**src/rtl/e203_subsys_rst_seq_if.sv**
```systemverilog
`default_nettype none
// ============================================================================
// Module   : e203_subsys_rst_seq_if
// Brief    : Request/drain/reset-output bundle of the subsystem reset sequencer.
// Revision : 1.0
// ============================================================================
interface e203_subsys_rst_seq_if;
    logic       sw_rst_req;
    logic       wdg_rst_req;
    logic       drain_ack;
    logic       drain_req;
    logic       bus_rst_n;
    logic       per_rst_n;
    logic       core_rst_n;
    logic [1:0] rst_cause;
    logic       seq_busy;

    // Requester / fabric side.
    modport master (
        output sw_rst_req, wdg_rst_req, drain_ack,
        input  drain_req, bus_rst_n, per_rst_n, core_rst_n, rst_cause, seq_busy
    );

    // Sequencer side.
    modport slave (
        input  sw_rst_req, wdg_rst_req, drain_ack,
        output drain_req, bus_rst_n, per_rst_n, core_rst_n, rst_cause, seq_busy
    );
endinterface
`default_nettype wire

```
**src/rtl/e203_subsys_rst_seq.sv**
```systemverilog
`default_nettype none
// ============================================================================
// Module   : e203_subsys_rst_seq
// Brief    : Staged bus/peripheral/core reset release with SW/WDG re-reset.
//            Optional bus drain before SW reset: E203_RST_SEQ_DRAIN_EN.
// Revision : 1.0
// ============================================================================
module e203_subsys_rst_seq #(
    parameter int unsigned HOLD_CYC  = 16,
    parameter int unsigned STAGE_GAP = 8,
    parameter int unsigned DRAIN_TO  = 255
) (
    input  logic                        clk,
    input  logic                        rst_a,
    e203_subsys_rst_seq_if.slave        rs
);

    localparam logic [7:0] C_HOLD_LAST  = 8'(HOLD_CYC - 1);
    localparam logic [7:0] C_GAP_LAST   = 8'(STAGE_GAP - 1);
    localparam logic [7:0] C_DRAIN_LAST = 8'(DRAIN_TO - 1);

    localparam logic [1:0] C_CAUSE_POR  = 2'b00;
    localparam logic [1:0] C_CAUSE_SW   = 2'b01;
    localparam logic [1:0] C_CAUSE_WDG  = 2'b10;
    localparam logic [1:0] C_CAUSE_TO   = 2'b11;

`ifdef E203_RST_SEQ_DRAIN_EN
    typedef enum logic [2:0] {
        HOLD  = 3'd0,
        GAP1  = 3'd1,
        GAP2  = 3'd2,
        RUN   = 3'd3,
        DRAIN = 3'd4
    } state_t;
`else
    typedef enum logic [2:0] {
        HOLD  = 3'd0,
        GAP1  = 3'd1,
        GAP2  = 3'd2,
        RUN   = 3'd3
    } state_t;
`endif

    state_t     r_state;
    state_t     w_state_nxt;
    logic [7:0] r_cnt;
    logic [7:0] w_cnt_nxt;
    logic [1:0] r_rst_cause;
    logic [1:0] w_cause_nxt;
    logic       w_restart;
    logic       r_bus_rst_n;
    logic       r_per_rst_n;
    logic       r_core_rst_n;
    logic       r_seq_busy;

    always_comb begin
        w_state_nxt = r_state;
        w_cause_nxt = r_rst_cause;
        w_restart   = 1'b0;
        case (r_state)
            HOLD: if (r_cnt == C_HOLD_LAST) w_state_nxt = GAP1;
            GAP1: if (r_cnt == C_GAP_LAST)  w_state_nxt = GAP2;
            GAP2: if (r_cnt == C_GAP_LAST)  w_state_nxt = RUN;
            RUN: begin
                if (rs.sw_rst_req) begin
`ifdef E203_RST_SEQ_DRAIN_EN
                    w_state_nxt = DRAIN;
`else
                    w_state_nxt = HOLD;
`endif
                    w_cause_nxt = C_CAUSE_SW;
                end
            end
`ifdef E203_RST_SEQ_DRAIN_EN
            DRAIN: begin
                if (rs.drain_ack) begin
                    w_state_nxt = HOLD;
                end else if (r_cnt == C_DRAIN_LAST) begin
                    w_state_nxt = HOLD;
                    w_cause_nxt = C_CAUSE_TO;
                end
            end
`endif
            default: w_state_nxt = HOLD;
        endcase
        // Watchdog overrides everything, including a same-cycle SW request.
        if (rs.wdg_rst_req) begin
            w_state_nxt = HOLD;
            w_cause_nxt = C_CAUSE_WDG;
            w_restart   = 1'b1;
        end
    end

    always_comb begin
        w_cnt_nxt = r_cnt;
        if (w_restart || (w_state_nxt != r_state)) begin
            w_cnt_nxt = 8'd0;
        end else if (r_state != RUN) begin
            w_cnt_nxt = r_cnt + 8'd1;
        end
    end

    // Outputs are registered from the next-state decode so they track state flops.
    always_ff @(posedge clk or posedge rst_a) begin
        if (rst_a) begin
            r_state      <= HOLD;
            r_cnt        <= 8'd0;
            r_rst_cause  <= C_CAUSE_POR;
            r_bus_rst_n  <= 1'b0;
            r_per_rst_n  <= 1'b0;
            r_core_rst_n <= 1'b0;
            r_seq_busy   <= 1'b1;
        end else begin
            r_state      <= w_state_nxt;
            r_cnt        <= w_cnt_nxt;
            r_rst_cause  <= w_cause_nxt;
            r_bus_rst_n  <= (w_state_nxt != HOLD);
            r_per_rst_n  <= (w_state_nxt != HOLD) && (w_state_nxt != GAP1);
            r_core_rst_n <= (w_state_nxt != HOLD) && (w_state_nxt != GAP1) &&
                            (w_state_nxt != GAP2);
            r_seq_busy   <= (w_state_nxt != RUN);
        end
    end

`ifdef E203_RST_SEQ_DRAIN_EN
    logic r_drain_req;

    always_ff @(posedge clk or posedge rst_a) begin
        if (rst_a) begin
            r_drain_req <= 1'b0;
        end else begin
            r_drain_req <= (w_state_nxt == DRAIN);
        end
    end

    assign rs.drain_req = r_drain_req;
`else
    logic w_unused_drain_ack;

    assign w_unused_drain_ack = rs.drain_ack;
    assign rs.drain_req       = 1'b0;
`endif

    assign rs.bus_rst_n  = r_bus_rst_n;
    assign rs.per_rst_n  = r_per_rst_n;
    assign rs.core_rst_n = r_core_rst_n;
    assign rs.rst_cause  = r_rst_cause;
    assign rs.seq_busy   = r_seq_busy;

endmodule
`default_nettype wire
```
**src/flat_wrapper.sv**
```systemverilog
// flat-port wrapper written by rule: the top's interface ports become plain ports
module e203_subsys_rst_seq_flat 
#(
    parameter int unsigned HOLD_CYC  = 16,
    parameter int unsigned STAGE_GAP = 8,
    parameter int unsigned DRAIN_TO  = 255
)
  (clk, rst_a, rs_sw_rst_req, rs_wdg_rst_req, rs_drain_ack, rs_drain_req, rs_bus_rst_n, rs_per_rst_n, rs_core_rst_n, rs_rst_cause, rs_seq_busy);
  e203_subsys_rst_seq_if rs_i ();
  input  logic clk;
  input  logic rst_a;
  input wire logic [$bits(rs_i.sw_rst_req)-1:0] rs_sw_rst_req;
  input wire logic [$bits(rs_i.wdg_rst_req)-1:0] rs_wdg_rst_req;
  input wire logic [$bits(rs_i.drain_ack)-1:0] rs_drain_ack;
  output wire logic [$bits(rs_i.drain_req)-1:0] rs_drain_req;
  output wire logic [$bits(rs_i.bus_rst_n)-1:0] rs_bus_rst_n;
  output wire logic [$bits(rs_i.per_rst_n)-1:0] rs_per_rst_n;
  output wire logic [$bits(rs_i.core_rst_n)-1:0] rs_core_rst_n;
  output wire logic [$bits(rs_i.rst_cause)-1:0] rs_rst_cause;
  output wire logic [$bits(rs_i.seq_busy)-1:0] rs_seq_busy;
  assign rs_i.sw_rst_req = rs_sw_rst_req;
  assign rs_i.wdg_rst_req = rs_wdg_rst_req;
  assign rs_i.drain_ack = rs_drain_ack;
  assign rs_drain_req = rs_i.drain_req;
  assign rs_bus_rst_n = rs_i.bus_rst_n;
  assign rs_per_rst_n = rs_i.per_rst_n;
  assign rs_core_rst_n = rs_i.core_rst_n;
  assign rs_rst_cause = rs_i.rst_cause;
  assign rs_seq_busy = rs_i.seq_busy;
  e203_subsys_rst_seq #(.HOLD_CYC(HOLD_CYC), .STAGE_GAP(STAGE_GAP), .DRAIN_TO(DRAIN_TO)) u_core (.clk(clk), .rst_a(rst_a), .rs(rs_i));
endmodule
```
**config.mk**
```make
export PLATFORM = sky130hd
export DESIGN_NAME = e203_subsys_rst_seq_flat
export DESIGN_NICKNAME = d
export VERILOG_FILES = /design/src/rtl/e203_subsys_rst_seq_if.sv /design/src/rtl/e203_subsys_rst_seq.sv /design/src/flat_wrapper.sv
export SDC_FILE = /design/constraint.sdc
export NUM_CORES = 1
export LEC_CHECK = 0
export CAP_MARGIN = 25
export CORE_MARGIN = 3
export CORE_UTILIZATION = 60
export CTS_BUF_LIST = sky130_fd_sc_hd__clkbuf_4 sky130_fd_sc_hd__clkbuf_8
export CTS_CLUSTER_SIZE = 40
export DETAILED_ROUTE_END_ITERATION = 12
export GPL_TIMING_DRIVEN = 1
export PLACE_DENSITY = 0.86
export SETUP_SLACK_MARGIN = 0.4
export SYNTH_ARGS = -nofsm -noshare
export SYNTH_HDL_FRONTEND = slang
export SYNTH_SLANG_ARGS = --single-unit
```
**constraint.sdc**
```tcl
create_clock -name clk -period 3.73 [get_ports clk]
set_input_delay 0.746 -clock clk [delete_from_list [all_inputs] [get_ports clk]]
set_output_delay 0.746 -clock clk [all_outputs]
set_load 0.005 [all_outputs]
```
# == After elaboration in Yosys (flattened, before gate mapping) ==
# Index checks and enable logic that the tools add are counted.
# word_totals
output_inout_bits,7
input_bits,5
regBits,17
wordCells,39
# classes
eq_ne,10
reduce_logical,9
muxes,12
n_addsub,1
# ops
operator,count
$mux W8,2
$mux W3,5
$pmux W3 S4,1
$ne A3 B2 Y1 const B,3
$add A8 B1 Y8 const B,1
$eq A8 B3 Y1 const B,1
$eq A8 B4 Y1 const B,1
$eq A3 B2 Y1 const B,2
$mux W2,3
$reduce_bool A2 Y1,3
$eq A3 B1 Y1 const B,1
$logic_not A3 Y1,1
$ne A3 B1 Y1 const B,1
$ne A3 B3 Y1,1
$reduce_bool A3 Y1,1
$logic_and A1 B1 Y1,2
$reduce_and A2 Y1,1
$logic_or A1 B1 Y1,1
$mux W1,1

# == Longest topological paths before layout ==
# Gate-level depths: netlist of the first run.
# logic_depth
ltp_word,7
ltp_mapped,5
ltp_nobuf,5

# == Least setup slack after synthesis of the first run ==
# Ideal clock, no wire load.
# synth_path
kind,flip-flop to flip-flop
from,register u_core.r_cnt[0]
to,"register u_core.r_core_rst_n, in the netlist u_core.rs.core_rst_n"
n_path_buf,0
synth_period_minus_slack_ns,1.518
setup_slack_ns,2.212
arrival_ns,1.399
required_ns,3.611
setup_time_ns,0.119
path_stages_with_launch,6
cell_sequence,dfrtp_1 ha_1 and4bb_4 nand2_4 o311a_1 o21a_1
# synth_between
elab_chain_cells,7
elab_cells_between_ends,12
cone_classes,4 x eq/ne; 5 x mux; 3 x reduce/logical
# synth_lines
element,line,text
"start, declared",e203_subsys_rst_seq.sv:46,logic [7:0] r_cnt;
"start signal, assigned",e203_subsys_rst_seq.sv:115,r_cnt <= w_cnt_nxt;
$eq A8 B3 Y1 / $eq A8 B4 Y1 (equally long branches),"e203_subsys_rst_seq.sv:62, e203_subsys_rst_seq.sv:63, e203_subsys_rst_seq.sv:61",
"$mux W3, on equally long branches","e203_subsys_rst_seq.sv:63, e203_subsys_rst_seq.sv:61, e203_subsys_rst_seq.sv:62",
$pmux W3 S4 (*),e203_subsys_rst_seq.sv:60,case (r_state)
$mux W3 (*),e203_subsys_rst_seq.sv:87,if (rs.wdg_rst_req) begin
$ne A3 B1 Y1 / $reduce_bool A3 Y1 (equally long branches),e203_subsys_rst_seq.sv:119,r_core_rst_n <= (w_state_nxt != HOLD) && (w_state_nxt != GAP1) &&
$logic_and A1 B1 Y1,e203_subsys_rst_seq.sv:119,
$logic_and A1 B1 Y1 (*),e203_subsys_rst_seq.sv:119,
"end signal, assigned",e203_subsys_rst_seq.sv:119,
"end, declared",e203_subsys_rst_seq.sv:53,logic r_core_rst_n;
# Mark *: on every way between the ends. The rest lies on a longest branch, timed or not.
# A chain may end at the register's enable or synchronous reset.

# == Worst setup path after layout of the first run ==
# layout_path
from,"register u_core.r_seq_busy, in the netlist u_core.rs.seq_busy"
to,output port rs_seq_busy
# layout_lines
element,line,text
"start, declared",e203_subsys_rst_seq.sv:54,logic r_seq_busy;
"start signal, assigned",e203_subsys_rst_seq.sv:121,r_seq_busy <= (w_state_nxt != RUN);
"end, declared",flat_wrapper.sv:20,output wire logic [$bits(rs_i.seq_busy)-1:0] rs_seq_busy;
# No word-level cell between the ends.

==> flow_summary.toml, run 1 <==
[status]
run_status = "finished clean"

[synthesis]
ys_ff_latch = 17
synth-seq-area-share = 0.4279
ys.warnings.count = 0
syn_area_um2 = 997.2
yosysMostFrequentCell = "dfrtp_1"
yosys.area.top_type_share = 0.4015
netlist_top_cells_area = "dfrtp_1 40%, nor3_2 9.0%, xnor2_1 3.5%"
synth_edf_count = 0
ys_top_cells_by_count = "16 x dfrtp_1, 9 x nor3_2, 5 x nand2_1, 4 x nor2_1, 4 x xnor2_1"
ys_async_sr_fraction = 1.000
ys_types = 40
synth_largest_area_cell = "dfrtp_1"
dominantRegCellSynth = "dfrtp_1"
syn-mean-instance-area_um2 = 11.60
syn-instance-count = 86

[timing]
tightestPinTransition_ns = 0.6214
slew_viol_final = 0
finalCritPeriodShare = 0.5513
setup_tns_ns = 0
relSlewSlack = 0.5853
setup_viol = 0
rsz0062_at_grt = "false"
hold_viol = 0
fin_crit_ns = 2.056
fmax_mhz = 486.3
finalClockSkew_ns = 0.004689
hold_ws_ns = 0.4947

[route]
wirelength_mm = 1.758
viasPerCell = 6.099
drt_iter0_drc = 19
wl_per_cell_um = 15.84
firstDrtPassIters = 4
ant_nets = 0
drc = 0
vias = 677

[setup_path]
crit_path_end_kind = "output pin"
critPathMaxFanout = 1
crit_type = "register to output pin"
r2r-start = "u_core.r_cnt[0]"
cpMaxStageDelayCell = "dfstp_2"
cp_cell_sequence = "clkdlybuf4s50_1"
critPathMaxStageDelay_ns = 0.53
path_buf_inv = 1
cp-start-kind = "register"
cp_data_required_time_ns = 2.98
startpoint = "u_core.rs.seq_busy"
cp.arrival_ns = 1.31
crit_family = "flip-flops"

[floorplan]
die_w_um = 46.77
core_region_area_um2 = 1541
initial_core_util = 0.6469
ios = 12
fp.dieH_um = 46.77
dieArea_um2 = 2187
rows = 14

[layout]
syn_to_final_growth_pct = 10.79
n_fill_cell = 112
fin_nets = 102
fin_cells = 111
fin_util = 0.7167
register_area_um2 = 426.7
multi_input_area_um2 = 530.5
final_layout_size_suffix_gt1_frac = 0.2632
antenna_cells = 0

[grt]
antenna_found_initial = 0
grt_max_degree = 18
overflow = 0
grt_use_total = 0.2016
grt_pass1_wl_mm = 3.029
grt_pass1_vias = 660

[cts]
cts_resized = 0
htreeDepth = 1
clk_latency_ns = 0.29
cts.clk_slew.worst_paths_ns = 0.10
clk_path_buf_depth = 2
cts_tree = "built"
clock_sinks = 17
postCtsSetupRepairBufs = 0
holdBufCountCts = 0
cts_root_buf = "clkbuf_4"
numCtsBuffers = 3

[run]
cap_violations = 0

[worst_hold_path]
hp-class = "register to register"
hp-start = "u_core.rs.rst_cause[1]"

[power]
total_power_uw = 312.3
max-vdd-ir-drop_v = 0.0002054
p_leak_nw = 0.4237
power_density_nw_per_um2 = 282.7

[placed_design]
dp.cells = 107
dp_hpwl_mm = 1.248
port_buffers = 9
gp_congestion = 0.8163
## layer usage
| metal | GRT usage | share of wire | routed length [um] |
|---|---|---|---|
| met2 | 0.3388 | 0.51 | 889 |
| met5 | 0 | 0 | 0 |
| met3 | 0.03448 | 0.039 | 68 |
| met1 | 0.2411 | 0.43 | 757 |
| met4 | 0.1160 | 0.024 | 43 |
## sequential cells by signal, indices dropped and copies added (netlist names)
| name | cells |
|---|---|
| u_core.r_state | 3 |
| u_core.rs.core_rst_n | 1 |
| u_core.rs.rst_cause | 2 |
| u_core.rs.per_rst_n | 1 |
| u_core.rs.bus_rst_n | 1 |
| u_core.r_cnt | 8 |
| u_core.rs.seq_busy | 1 |
## where the power goes
part           switching, mW  internal (mW)  total (mW)
combinational         0.0108        0.00766      0.0184
clock                 0.0569         0.0489       0.106
sequential           0.00225          0.186       0.188
total                 0.0700          0.242       0.312
## per-stage QoR
step,area [um2],setup WS [ns]
floorplan,1001,2.212
global placement,1075,1.583
detailed placement,1075,1.556
CTS,1105,1.657
global route,1105,1.616
finish,1105,1.674
## cell usage in the layout (no fill, tap or decap), types with 3 or more instances in the layout
master and instances:
nor3_2 9, nand2_1 5, nor3_1 3, nor2_1 4
dfrtp_1 16, xnor2_1 4, clkbuf_4 4, a21oi_1 3
xor2_1 3, clkdlybuf4s50_1 9
## layout make-up
type,instances,share of cell area
multi-input combinational,63,0.4802
sequential,17,0.3862
timing repair buffer,9,0.08154
clock buffer,4,0.02718
tap,16,0.01812
inverter,2,0.006795
## path summary, 6_finish.rpt
kind | end | slack (ns) | cells after the start
min in group asynchronous | u_core.r_cnt[1] | 0.83 | 2
worst min-delay path | u_core.rs.rst_cause[1] | 0.49 | 1
max in group asynchronous | u_core.r_state[0] | 2.50 | 2
worst max register to register | u_core.r_cnt[3] | 2.05 | 5
worst min register to register | u_core.rs.rst_cause[1] | 0.49 | 1
worst max-delay path | rs_seq_busy | 1.67 | 1
## kinds of logic (layout without fill, tap and decap cells)
family                     Yosys count  in the layout  synth area share
DFF                                 17             17            0.4279
buffers and inverters                7             15           0.04391
xor gates and xnor gates             7              7           0.06148
and+or+nand+nor                     38             38            0.2961
other                                1              2          0.003761
adders and majority gates            1              1           0.01255
muxes                                1              1           0.01004
AOI/OAI and AO/OA                   14             14            0.1443
(Power assumes the default switching activity.)
==> run 2, diff against run 1 <==
Settings changed: CORE_UTILIZATION 60 to 56, PLACE_DENSITY 0.86 to 0.81.
Clock period 3.73 ns to 1.95 ns, I/O delays scaled along.
==> flow_summary.toml, run 2 (synthesis gave the netlist of run 1 again) <==
[layout]
final_layout_size_suffix_gt1_frac = 0.3962
antenna_cells = 0
fin_cells = 130
final_common_cell = "dfrtp_1"
syn_to_final_growth_pct = 26.47
fin_util = 0.7912
largest-register = "u_core.r_cnt"
mostFrequentLayoutCells = "13 x dfrtp_1, 9 x buf_4, 8 x nor3_2, 5 x nand2_1, 5 x clkdlybuf4s50_1"
fin_nets = 113
largest_reg_flops = 8
final_area_um2 = 1261

[placed_design]
place_area_um2 = 1092
gp_congestion = 0.7474
port_buffers = 9
dp_hpwl_mm = 1.243
dp.cells = 116

[setup_path]
critPathMaxFanout = 3
critPathMaxStageDelay_ns = 0.42
crit_path_end_kind = "register"
worst-r2r-setup-slack_ns = 0.41
crit_family = "simple AND/OR/NAND/NOR gates"
cp.arrival_ns = 1.72
path_buf_inv = 1
cp_data_required_time_ns = 2.13
crit_type = "register to register"
cp-start-kind = "register"
cpMaxStageDelayCell = "dfrtp_1"
cp_cell_sequence = "ha_4 -> and4bb_4 -> buf_4 -> and3_1 -> nor3_2 -> or2_1"

[cts]
holdBufCountCts = 0
cts_tree = "built"
cts_root_buf = "clkbuf_4"
clk_path_buf_depth = 2
numCtsBuffers = 3
clk_latency_ns = 0.29
clock_sinks = 17
htreeDepth = 1
cts.clk_slew.worst_paths_ns = 0.10

[power]
max-vdd-ir-drop_v = 0.0003751
p_leak_nw = 0.5004
power_density_nw_per_um2 = 493.0

[status]
run_status = "finished clean"

[timing]
finalClockSkew_ns = 0.003021
setup_viol = 0
slew_viol_final = 0
setup_tns_ns = 0
relSlewSlack = 0.5653
hold_viol = 0
rsz0062_at_grt = "true"
tightestPinTransition_ns = 0.6514
fmax_mhz = 651.0
finalCritPeriodShare = 0.7877
fin_crit_ns = 1.536

[route]
firstDrtPassIters = 4
drc = 0
vias = 753
ant_nets = 0
viasPerCell = 5.792
wl_per_cell_um = 16.72
drt_iter0_drc = 28
wirelength_mm = 2.173

[grt]
antenna_found_initial = 0
grt_pass1_vias = 705
grt_max_degree = 18
grt_pass1_wl_mm = 3.284
grt_use_total = 0.2087
overflow = 0

[floorplan]
core_region_area_um2 = 1594
dieArea_um2 = 2323
die_w_um = 48.20
rows = 14
fp.dieH_um = 48.20
initial_core_util = 0.6256
ios = 12

[run]
cap_violations = 0

[worst_hold_path]
hp-class = "primary input to asynchronous set/reset pin"
## run 2: metrics by stage
stage / power, mW / worst slack [ns] / hold WS [ns]
2_1_floorplan: 0.3889 / 0.4319 / 0.3153
3_3_place_gp: 0.4029 / 0.1686 / 0.4651
3_5_place_dp: 0.4036 / 0.1456 / 0.4738
4_1_cts: 0.6164 / 0.3922 / 0.4929
5_1_grt: 0.6506 / 0.3575 / 0.4928
6_report: 0.6218 / 0.4140 / 0.4756
## run 2: timing repair
action	CTS	global route
pin swaps	4	7
setup endpoints to repair	13	13
buffers inserted	5	5
endpoints found under the hold margin	0	0
resized for setup	5	8
## run 2: per-layer routing
metal | wire (um) | global-route usage | up-vias
li1 | - | - | 349
met1 | 867 | 0.2593 | 372
met2 | 1154 | 0.3568 | 28
met3 | 119 | 0.04428 | 4
met4 | 31 | 0.06989 | 0
met5 | 0 | 0 | -
## run 2: path summary, 6_finish.rpt
check	from	end	cells past startpoint
max	u_core.r_cnt[1]	u_core.rs.bus_rst_n	6
max reg2reg	u_core.r_cnt[1]	u_core.rs.bus_rst_n	6
max in group asynchronous	rst_a	u_core.r_state[0]	2
min	rst_a	u_core.rs.rst_cause[1]	2
min reg2reg	u_core.rs.rst_cause[1]	u_core.rs.rst_cause[1]	1
min in group clk	u_core.rs.rst_cause[1]	u_core.rs.rst_cause[1]	1
## run 2: where the power goes
group          switching, mW  total [mW]  internal, mW
logic                 0.0272      0.0536        0.0264
registers            0.00503       0.360         0.355
clock network          0.114       0.208        0.0935
## run 2: cell type report
type	count	area (um2)
clock buffers	4	30.03
fillers	95	332.8
flip-flops and latches	17	430.4
repair buffers	20	196.4
inverters	2	7.507
well taps	24	30.03
multi-input cells	63	566.8
==> run 3, diff against run 2 <==
Clock period 1.95 ns to 1.5 ns, I/O delays scaled along.
==> flow_summary.toml, run 3 (synthesis gave the netlist of run 1 again) <==
[floorplan]
core_region_area_um2 = 1594
dieArea_um2 = 2323
initial_core_util = 0.6256
rows = 14
die_w_um = 48.20
fp.dieH_um = 48.20
ios = 12

[route]
firstDrtPassIters = 4
wl_per_cell_um = 18.01
drt_iter0_drc = 20
ant_nets = 0
drc = 0
vias = 813
viasPerCell = 5.685
wirelength_mm = 2.576

[layout]
final_common_cell = "buf_4"
final_layout_size_suffix_gt1_frac = 0.5378
fin_util = 0.8328
mostFrequentLayoutCells = "20 x buf_4, 13 x dfrtp_1, 10 x nor3_2, 6 x buf_2"
largest_reg_flops = 8
fin_nets = 126
largest-register = "u_core.r_cnt"
syn_to_final_growth_pct = 33.12
final_area_um2 = 1328
antenna_cells = 0
fin_cells = 143

[timing]
setup_tns_ns = -0.3747
slew_viol_final = 0
finalCritPeriodShare = 1.038
rsz0062_at_grt = "true"
setup_viol = 10
fin_crit_ns = 1.557
hold_viol = 0
fmax_mhz = 642.2
setup_slack_ns = -0.05703
finalClockSkew_ns = 0.008268
hold_ws_ns = 0.2239

[cts]
numCtsBuffers = 3
clock_sinks = 17
clk_path_buf_depth = 2
clk_latency_ns = 0.30
cts_root_buf = "clkbuf_4"
cts.clk_slew.worst_paths_ns = 0.11
htreeDepth = 1
cts_tree = "built"

[power]
power_density_nw_per_um2 = 615.8
p_leak_nw = 0.5544
max-vdd-ir-drop_v = 0.0004486
total_power_uw = 817.5

[setup_path]
critPathMaxFanout = 3
critPathMaxStageDelay_ns = 0.40
crit_path_end_kind = "register"
path_buf_inv = 1
cp-start-kind = "register"
cpMaxStageDelayCell = "dfrtp_1"
cp.arrival_ns = 1.76
worstRegToRegCells = 6
cp.depth = 6
cp_data_required_time_ns = 1.70
cp_cell_sequence = "ha_2 -> and4bb_4 -> buf_4 -> a31oi_1 -> nor3_2 -> or2_1"
crit_type = "register to register"
crit_family = "simple AND/OR/NAND/NOR gates"

[placed_design]
place_area_um2 = 1245
port_buffers = 9
dp_hpwl_mm = 1.605
preCtsSetupSlack_ns = -0.1421
dp.cells = 132
gp_congestion = 0.8137

[grt]
overflow = 0
grt_use_total = 0.2252
grt_pass1_wl_mm = 3.601
grt_max_degree = 11
antenna_found_initial = 0
grt_pass1_vias = 808

[status]
violations = "negative setup slack"
run_status = "finished with violations"

[worst_hold_path]
hp-class = "primary input to asynchronous set/reset pin"

[run]
cap_violations = 0
==> run 3: layout make-up <==
class                      instances  area [um2]
fill                              87       266.5
sequential                        17       430.4
timing repair buffer              33       272.8
tap                               24       30.03
clock buffer                       4       30.03
inverter                           2       7.507
multi-input combinational         63       556.8
==> run 3: power by group <==
group          internal [mW]  switching [mW]
clock                  0.122           0.155
combinational         0.0377          0.0357
sequential             0.462         0.00501
total                  0.622           0.196
==> run 3: repair_timing <==
action                                  in CTS  in global routing
pin swaps                                    5                  1
setup buffers                                6                  1
gates resized for setup                     27                  6
hold buffers                                 0                  0
endpoints found under the setup margin      22                 22
==> run 3: worst reg2reg max path: cells and delay by family (launching register included) <==
| family | cells | cell delay, ns |
|---|---|---|
| and+or+nand+nor | 3 | 0.49 |
| DFF | 1 | 0.40 |
| AOI/OAI and AO/OA | 1 | 0.24 |
| adders and majority gates | 1 | 0.20 |
| buffers and inverters | 1 | 0.14 |
==> run 3: worst paths after layout <==
| check | start | endpoint | slack [ns] |
|---|---|---|---|
| max | u_core.r_cnt[0] | u_core.rs.bus_rst_n | -0.06 |
| min reg2reg | u_core.rs.rst_cause[1] | u_core.rs.rst_cause[1] | 0.51 |
| min in group clk | u_core.rs.rst_cause[1] | u_core.rs.rst_cause[1] | 0.51 |
| max reg2reg | u_core.r_cnt[0] | u_core.rs.bus_rst_n | -0.06 |
| min | rst_a | u_core.rs.per_rst_n | 0.22 |
| max in group asynchronous | rst_a | u_core.r_state[2] | 0.81 |
==> run 3: metal layers <==
| metal | track usage | vias to the layer above | routed length (um) |
|---|---|---|---|
| met5 | 0 | - | 0 |
| met3 | 0.03690 | 4 | 79 |
| met4 | 0.06452 | 0 | 35 |
| met1 | 0.2671 | 409 | 1102 |
| li1 | - | 372 | - |
| met2 | 0.4115 | 28 | 1360 |
